File: src/rtl/y86_decode_stage.sv
// Y86-64 decode stage: field split, source/dest IDs,
// load-use detection and the D->E pipeline register.
package y86_pkg;

  localparam logic [3:0] RNONE    = 4'hF;
  localparam logic [3:0] RSP      = 4'h4;

  localparam logic [3:0] I_HALT   = 4'h0;
  localparam logic [3:0] I_NOP    = 4'h1;
  localparam logic [3:0] I_RRMOVQ = 4'h2;
  localparam logic [3:0] I_IRMOVQ = 4'h3;
  localparam logic [3:0] I_RMMOVQ = 4'h4;
  localparam logic [3:0] I_MRMOVQ = 4'h5;
  localparam logic [3:0] I_OPQ    = 4'h6;
  localparam logic [3:0] I_JXX    = 4'h7;
  localparam logic [3:0] I_CALL   = 4'h8;
  localparam logic [3:0] I_RET    = 4'h9;
  localparam logic [3:0] I_PUSHQ  = 4'hA;
  localparam logic [3:0] I_POPQ   = 4'hB;

  localparam logic [1:0] S_AOK    = 2'd0;
  localparam logic [1:0] S_HLT    = 2'd1;
  localparam logic [1:0] S_INS    = 2'd2;

  typedef struct packed {
    logic        valid;
    logic [3:0]  icode;
    logic [3:0]  ifun;
    logic [3:0]  src_a;
    logic [3:0]  src_b;
    logic [3:0]  dst_e;
    logic [3:0]  dst_m;
    logic [63:0] val_c;
    logic [63:0] val_p;
    logic [1:0]  stat;
  } id_ex_t;

  localparam id_ex_t ID_EX_BUBBLE = '{
    valid: 1'b0,
    icode: I_NOP,
    ifun:  4'h0,
    src_a: RNONE,
    src_b: RNONE,
    dst_e: RNONE,
    dst_m: RNONE,
    val_c: 64'h0,
    val_p: 64'h0,
    stat:  S_AOK
  };

endpackage

module y86_decode_stage
  import y86_pkg::*;
(
  input  logic        clock,
  input  logic        reset,
  input  logic [79:0] instrD,
  input  logic [63:0] valPD,
  input  logic        validD,
  output logic        readyD,
  input  logic        flushD,
  input  logic        stallE,
  output logic [3:0]  readRegA,
  output logic [3:0]  readRegB,
  output logic        validE,
  output logic [3:0]  icodeE,
  output logic [3:0]  ifunE,
  output logic [3:0]  srcAE,
  output logic [3:0]  srcBE,
  output logic [3:0]  dstEE,
  output logic [3:0]  dstME,
  output logic [63:0] valCE,
  output logic [63:0] valPE,
  output logic [1:0]  statE
);

  logic [3:0]  icode;
  logic [3:0]  ifun;
  logic [3:0]  ra;
  logic [3:0]  rb;

  logic        is_halt;
  logic        is_rrmovq;
  logic        is_irmovq;
  logic        is_rmmovq;
  logic        is_mrmovq;
  logic        is_opq;
  logic        is_jxx;
  logic        is_call;
  logic        is_ret;
  logic        is_pushq;
  logic        is_popq;
  logic        bad;
  logic        use_ids;

  logic [3:0]  src_a;
  logic [3:0]  src_b;
  logic [3:0]  dst_e;
  logic [3:0]  dst_m;
  logic [63:0] val_c;
  logic [1:0]  stat;

  logic        e_is_load;
  logic        luh;

  id_ex_t      dec;
  id_ex_t      e_d;
  id_ex_t      e_q;

  assign icode = instrD[7:4];
  assign ifun  = instrD[3:0];
  assign ra    = instrD[15:12];
  assign rb    = instrD[11:8];

  assign is_halt   = (icode == I_HALT);
  assign is_rrmovq = (icode == I_RRMOVQ);
  assign is_irmovq = (icode == I_IRMOVQ);
  assign is_rmmovq = (icode == I_RMMOVQ);
  assign is_mrmovq = (icode == I_MRMOVQ);
  assign is_opq    = (icode == I_OPQ);
  assign is_jxx    = (icode == I_JXX);
  assign is_call   = (icode == I_CALL);
  assign is_ret    = (icode == I_RET);
  assign is_pushq  = (icode == I_PUSHQ);
  assign is_popq   = (icode == I_POPQ);
  assign bad       = (icode > I_POPQ);

  // Invalid opcodes and empty slots must never name a register.
  assign use_ids   = validD & ~bad;

  always_comb begin
    src_a = RNONE;
    if (use_ids) begin
      unique case (1'b1)
        is_rrmovq | is_rmmovq | is_opq | is_pushq:
          src_a = ra;
        is_ret | is_popq:
          src_a = RSP;
        default:
          src_a = RNONE;
      endcase
    end
  end

  always_comb begin
    src_b = RNONE;
    if (use_ids) begin
      unique case (1'b1)
        is_rmmovq | is_mrmovq | is_opq:
          src_b = rb;
        is_call | is_ret | is_pushq | is_popq:
          src_b = RSP;
        default:
          src_b = RNONE;
      endcase
    end
  end

  always_comb begin
    dst_e = RNONE;
    if (use_ids) begin
      unique case (1'b1)
        is_rrmovq | is_irmovq | is_opq:
          dst_e = rb;
        is_call | is_ret | is_pushq | is_popq:
          dst_e = RSP;
        default:
          dst_e = RNONE;
      endcase
    end
  end

  always_comb begin
    dst_m = RNONE;
    if (use_ids) begin
      unique case (1'b1)
        is_mrmovq | is_popq:
          dst_m = ra;
        default:
          dst_m = RNONE;
      endcase
    end
  end

  // Constant is little-endian; jumps/calls have no register byte.
  always_comb begin
    val_c = 64'h0;
    unique case (1'b1)
      is_irmovq | is_rmmovq | is_mrmovq:
        val_c = instrD[79:16];
      is_jxx | is_call:
        val_c = instrD[71:8];
      default:
        val_c = 64'h0;
    endcase
  end

  always_comb begin
    stat = S_AOK;
    unique case (1'b1)
      is_halt: stat = S_HLT;
      bad:     stat = S_INS;
      default: stat = S_AOK;
    endcase
  end

  assign readRegA = src_a;
  assign readRegB = src_b;

  assign e_is_load = e_q.valid &
                     ((e_q.icode == I_MRMOVQ) |
                      (e_q.icode == I_POPQ));

  assign luh = validD & e_is_load &
               (e_q.dst_m != RNONE) &
               ((e_q.dst_m == src_a) |
                (e_q.dst_m == src_b));

  assign readyD = ~luh & ~stallE;

  always_comb begin
    dec       = ID_EX_BUBBLE;
    dec.valid = 1'b1;
    dec.icode = icode;
    dec.ifun  = ifun;
    dec.src_a = src_a;
    dec.src_b = src_b;
    dec.dst_e = dst_e;
    dec.dst_m = dst_m;
    dec.val_c = val_c;
    dec.val_p = valPD;
    dec.stat  = stat;
  end

  always_comb begin
    e_d = e_q;
    if (stallE) begin
      e_d = e_q;
    end else if (flushD | luh | ~validD) begin
      e_d = ID_EX_BUBBLE;
    end else begin
      e_d = dec;
    end
  end

  always_ff @(posedge clock or negedge reset) begin
    if (!reset) begin
      e_q <= ID_EX_BUBBLE;
    end else begin
      e_q <= e_d;
    end
  end

  assign validE = e_q.valid;
  assign icodeE = e_q.icode;
  assign ifunE  = e_q.ifun;
  assign srcAE  = e_q.src_a;
  assign srcBE  = e_q.src_b;
  assign dstEE  = e_q.dst_e;
  assign dstME  = e_q.dst_m;
  assign valCE  = e_q.val_c;
  assign valPE  = e_q.val_p;
  assign statE  = e_q.stat;

endmodule

File: config.mk
export PLATFORM = sky130hd
export DESIGN_NAME = y86_decode_stage
export DESIGN_NICKNAME = d
export VERILOG_FILES = /design/src/rtl/y86_decode_stage.sv
export SDC_FILE = /design/constraint.sdc
export NUM_CORES = 1
export LEC_CHECK = 0
export ABC_CLOCK_PERIOD_IN_PS = 3000
export BUFFER_PORTS_ARGS = -buffer_cell sky130_fd_sc_hd__buf_4
export CORE_UTILIZATION = 47
export DETAILED_ROUTE_END_ITERATION = 16
export PLACE_DENSITY_LB_ADDON = 0.15
export RECOVER_POWER = 25
export SETUP_SLACK_MARGIN = 0.2
export SYNTH_ARGS = -nofsm -noshare
export SYNTH_HDL_FRONTEND = slang
export SYNTH_SLANG_ARGS = --single-unit
File: constraint.sdc
create_clock -name clock -period 3 [get_ports clock]
set_clock_uncertainty 0.05 [all_clocks]
set_input_delay 0.15 -clock clock [delete_from_list [all_inputs] [get_ports clock]]
set_output_delay 0.15 -clock clock [all_outputs]
set_load 0.02 [all_outputs]
# Yosys cells after proc, flatten, opt, wreduce, memory -nomap -nowiden
# Index checks and enable logic that the tools add are counted.
[classes] n_eq_ne=15 n_reduce_logical=1 mux=11 order_cmp=1 bitwise_logic=29
[op_table] operator="155-bit two-way mux" count=1
[op_table] operator="64-bit one-hot mux with 2 select lines" count=1
[op_table] operator="4-bit one-hot mux with 2 select lines" count=3
[op_table] operator="4-bit by 3-bit == test with 1-bit output (second input constant)" count=5
[op_table] operator="4-bit == test (second input constant)" count=5
[op_table] operator="4-bit two-way mux" count=5
[op_table] operator="1-bit OR" count=19
[op_table] operator="4-bit by 2-bit == test with 1-bit output (second input constant)" count=2
[op_table] operator="4-bit == test" count=2
[op_table] operator="1-bit bitwise AND" count=6
[op_table] operator="4-bit > comparator (second input constant)" count=1
[op_table] operator="4-bit zero test" count=1
[op_table] operator="4-bit inequality test (second input constant)" count=1
[op_table] operator="1-bit NOT" count=4
[op_table] operator="2-bit one-hot mux with 2 select lines" count=1
[word_totals] word_cells=67 ff_bits=155

# Logic depth before layout (Yosys ltp)
[logic_depth] depth_word=12 mapped_depth=10 depth_no_buf=6

# Worst setup path after synthesis
# Ideal clock, no wire load.
[synth_path] path_type="input port to flip-flop" startpoint="input port validD" endpoint="register e_q (netlist bit valCE[0])" slack_ns=0.351 arrival_time_ns=2.466 setup_ns=0.134 stages=9 required_time_ns=2.816 cell_sequence="buf_2 and3b_1 a41oi_1 xor2_1 or4_4 a211oi_4 buf_6 buf_4 o31ai_1"
[synth_via] elab_chain_cells=8 word_cells_on_any_way=13 cone_classes="eq/ne (2); mux (3); bitwise (8)"
[synth_rtl] element="start: declaration" line_no="60" source="input logic validD,"
[synth_rtl] element="1-bit bitwise AND" line_no="130" source="assign use_ids = validD & ~bad;"
[synth_rtl] element="4-bit two-way mux" line_no="148" source="if (use_ids) begin"
[synth_rtl] element="via readRegB[0]" line_no="65" source="output logic [3:0] readRegB,"
[synth_rtl] element="4-bit == test" line_no="218" source="(e_q.dst_m == src_b));"
[synth_rtl] element="1-bit OR" line_no="217" source="((e_q.dst_m == src_a) |"
[synth_rtl] element="1-bit bitwise AND" line_no="216" source="(e_q.dst_m != RNONE) &"
[synth_rtl] element="1-bit OR (2 in a row)" line_no="240" source="end else if (flushD | luh | ~validD) begin"
[synth_rtl] element="155-bit two-way mux" line_no="240"
[synth_rtl] element="end signal: assignment" line_no="249" source="e_q <= ID_EX_BUBBLE;"
[synth_rtl] element="end signal: assignment" line_no="251" source="e_q <= e_d;"
[synth_rtl] element="end: declaration" line_no="109" source="id_ex_t e_q;"
# The timed path passes the listed nets, and every way through them passes these cells.
# A chain may end at the register's enable or synchronous reset.

# Worst setup path in the final report
[layout_path] startpoint="register e_q (netlist bit dstME[3])" endpoint="output port readyD"
[layout_via] elab_chain_cells=5 word_cells_on_any_way=8 cone_classes="eq/ne (3); bitwise (5)"
[layout_rtl] element="4-bit inequality test, or another cell as far along" line_no="216"
[layout_rtl] element="1-bit bitwise AND or 1-bit OR (tied branches)" line_no="215, 217"
[layout_rtl] element="1-bit bitwise AND (*)" line_no="216"
[layout_rtl] element="1-bit NOT (*)" line_no="220" source="assign readyD = ~luh & ~stallE;"
[layout_rtl] element="1-bit bitwise AND (*)" line_no="220"
[layout_rtl] element="end: declaration" line_no="61" source="output logic readyD,"
# Every way passes the cells marked *; elsewhere a longest branch is shown, timed or not.

==> results_dict.tcl <==
set metrics [dict create \
    slowest_delay_ns 0.51 \
    num_rows 44 \
    dp_hpwl_um 15300 \
    io_pins 313 \
    ys_warn_count 0 \
    min_period_over_period 0.891 \
    clock_sinks 155 \
    worstPathArrival_ns 2.47 \
    drc_errors 0 \
    synth_compound_area_frac 0.243 \
    required_ns 2.80 \
    clockRootBuffer "clkbuf_16" \
    drv_cap 1 \
    overflow 0 \
    antenna_found_initial 0 \
    clkLatencyLatePin_ns 0.41 \
    crit_path_frequent_cell "buf_4" \
    slowest_stage "or4_4" \
    hold_ws_ns 0.0266 \
    cp-start-kind "flop" \
    fin_nets 1232 \
    vias 7238 \
    synth-adder-area-share 0 \
    avgSynthCellArea_um2 9.61 \
    drt_wl_total_um 24300 \
    synth_top_family_by_area "compound AO/OA/AOI/OAI gates" \
    synth_edf_count 0 \
    synth_xor_area_frac 0.00502 \
    htreeDepth 4 \
    crit_type "flop to output pin" \
    crit_chain "buf_4, nor3b_1, and3_1, a311oi_1, or4_4, a211oi_4, buf_12, nor2_1, buf_4" \
    ff2ff_path_depth 10 \
    drive_gt1_frac 0.312 \
    cp_max_fo 4 \
    power_mw 5.15 \
    startpoint "dstME[3]" \
    tns_ns 0 \
    slew_viol_final 76 \
    r2r_slack_ns 0.39 \
    regArea_um2 3900 \
    synth_simple_gate_area_frac 0.146 \
    chipWidth_um 124 \
    die_h_um 124 \
    reg2reg_to "valPE[38]" \
    endpoint_kind "output pin" \
    setup_viol 0 \
    clock_tree.buffer_depth 2 \
    clock.fmax_mhz 374 \
    initial_core_util 0.480 \
    ant_nets 0 \
    peakVddDrop_mv 0.365 \
    drt-initial-drc-count 633 \
    cts_tree "built" \
    synthesis.instances 726 \
    status "complete, but fails checks" \
    power-per-cell-area_nw_per_um2 482 \
    crit_path_end "readyD" \
    synth_cell_types 43 \
    final_hold_viol_count 0 \
    slew_headroom -0.265 \
    reg2reg_from "dstME[3]" \
    antenna_cells 0 \
    path_clk_slew_ns 0.06 \
    hold_path_class "input port to flop" \
    gp_congestion 0.833 \
    multi_input_area_um2 2780 \
    period_needed_ns 2.67 \
    synth_nets 875 \
    grt_pass1_vias 6987 \
    gr-usage-all-layers 0.316 \
    ys_seq_area_frac 0.559 \
    grt_setup_unrepaired "no" \
    wl_per_cell_um 19.0 \
    viasPerCell 5.66 \
    grt_max_degree 77 \
    core_area_um2 14500 \
    port_buffers 312 \
    syn_area_um2 6980 \
    synthArstFlopShare 1.00 \
    dr.pass1.iters 6 \
    cts_buffers 17 \
    synth_ff_type "dfrtp_1" \
    area.growth.synth_to_final_pct 53.2 \
    worstMarginPinSlew_ns 1.90 \
    die-area_um2 15300 \
    ys_ff_latch 155 \
    muxShareOfSynthArea 0.00161 \
    leakagePower_nw 4.82 \
    grt_pass1_wl_um 36400 \
    fillers 1071 \
    violations "capacitance limit, slew limit" \
]
[flip-flops by register name, indices dropped and copies added (netlist names), 4 cells and up]
signal  count
valCE      64
dstME       4
dstEE       4
srcAE       4
icodeE      4
srcBE       4
valPE      64
ifunE       4
[critical path: cells and delay by family, from the launching register on]
family / cells / cell delay (ns)
flip-flops: 1 / 0.38
AO/OA/AOI/OAI: 2 / 0.31
buffers and inverters: 3 / 0.48
AND/OR/NAND/NOR: 4 / 0.88
[placed cells by master (no fill, tap or decap), types with 3 or more instances in the layout]
cell type	count
nand4b_1	4
o31ai_1	64
dfrtp_1	138
o21ai_0	75
clkbuf_16	17
o22a_1	4
clkbuf_1	47
buf_12	5
nand2_1	218
inv_1	3
xor2_1	3
dfstp_2	17
nand4_1	3
a22oi_1	64
buf_4	280
o32a_1	13
nor2_1	6
dlygate4sd3_1	74
nand2b_1	4
clkinvlp_4	3
[cell usage after synthesis, drive strengths merged, types with 3 or more instances]
library cell / count / share of area
nand2b: 4 / 0.0036
a211oi: 3 / 0.0050
clkbuf: 55 / 0.030
nand4b: 4 / 0.0050
xor2: 3 / 0.0038
dfrtp: 138 / 0.50
o31ai: 64 / 0.069
inv: 3 / 0.0016
buf: 14 / 0.014
nor2: 7 / 0.0038
o32a: 13 / 0.019
dfstp: 17 / 0.064
nand4: 3 / 0.0027
o22a: 4 / 0.0050
nand2: 220 / 0.12
o21ai: 78 / 0.056
a22oi: 64 / 0.069
[power by group]
group          total, mW  switching, mW  internal [mW]
Sequential          2.23         0.0528           2.18
Clock               2.08          0.836           1.24
Combinational      0.838          0.463          0.375
Total               5.15           1.35           3.80
[routing by layer]
metal,wire (µm),vias to the layer above,global-route usage,share of wire
met2,11800,359,0.509,0.48
met5,0,-,0,0
met1,9790,3508,0.406,0.40
met3,1840,60,0.0618,0.075
met4,916,0,0.157,0.038
li1,-,3311,-,-
[per-stage QoR]
step	instance area [µm²]	util	worst slack, ns	std cells
floorplan	6980	-	0.351	726
global placement	9450	0.650	0.334	1168
detailed placement	9450	0.650	0.265	1168
CTS	10800	0.746	0.246	1278
global route	10700	0.735	0.236	1279
finish	10700	0.735	0.328	1279
[cells by family (layout without fill, tap and decap cells)]
family	Yosys count	count (layout)
and+or+nand+nor	250	250
AOI/OAI and AO/OA	243	243
buffers and inverters	73	442
xor gates and xnor gates	4	4
DFF	155	155
muxes	1	1
[how the worst min path moves through the flow]
stage                    from         to  slack [ns]  depth (start not counted)
finish              instrD[6]  icodeE[2]        0.03                          3
global route        instrD[6]  icodeE[2]        0.03                          3
CTS                 instrD[6]  icodeE[2]       0.002                          3
detailed placement      reset  valPE[42]        0.17                          1
global placement        reset  valPE[42]        0.17                          1
floorplan               reset  icodeE[1]       -0.20                          0
[layout make-up]
cell class / instances / share of cell area
flip-flops and latches: 155 / 0.365
clock inverters: 10 / 0.0111
clock buffers: 21 / 0.0422
repair buffers: 407 / 0.298
multi-input cells: 498 / 0.260
well taps: 184 / 0.0215
inverters: 4 / 0.00141
[repair_timing]
| item | CTS | global route |
|---|---|---|
| endpoints found under the hold margin | 135 | 0 |
| hold buffers | 74 | 0 |
| buffers inserted | 3 | 1 |
| endpoints found under the setup margin | 1 | 35 |
| resized for setup | 0 | 1 |
| cloned | 2 | 0 |
| pin swaps | 1 | 0 |
(Power assumes the default switching activity.)
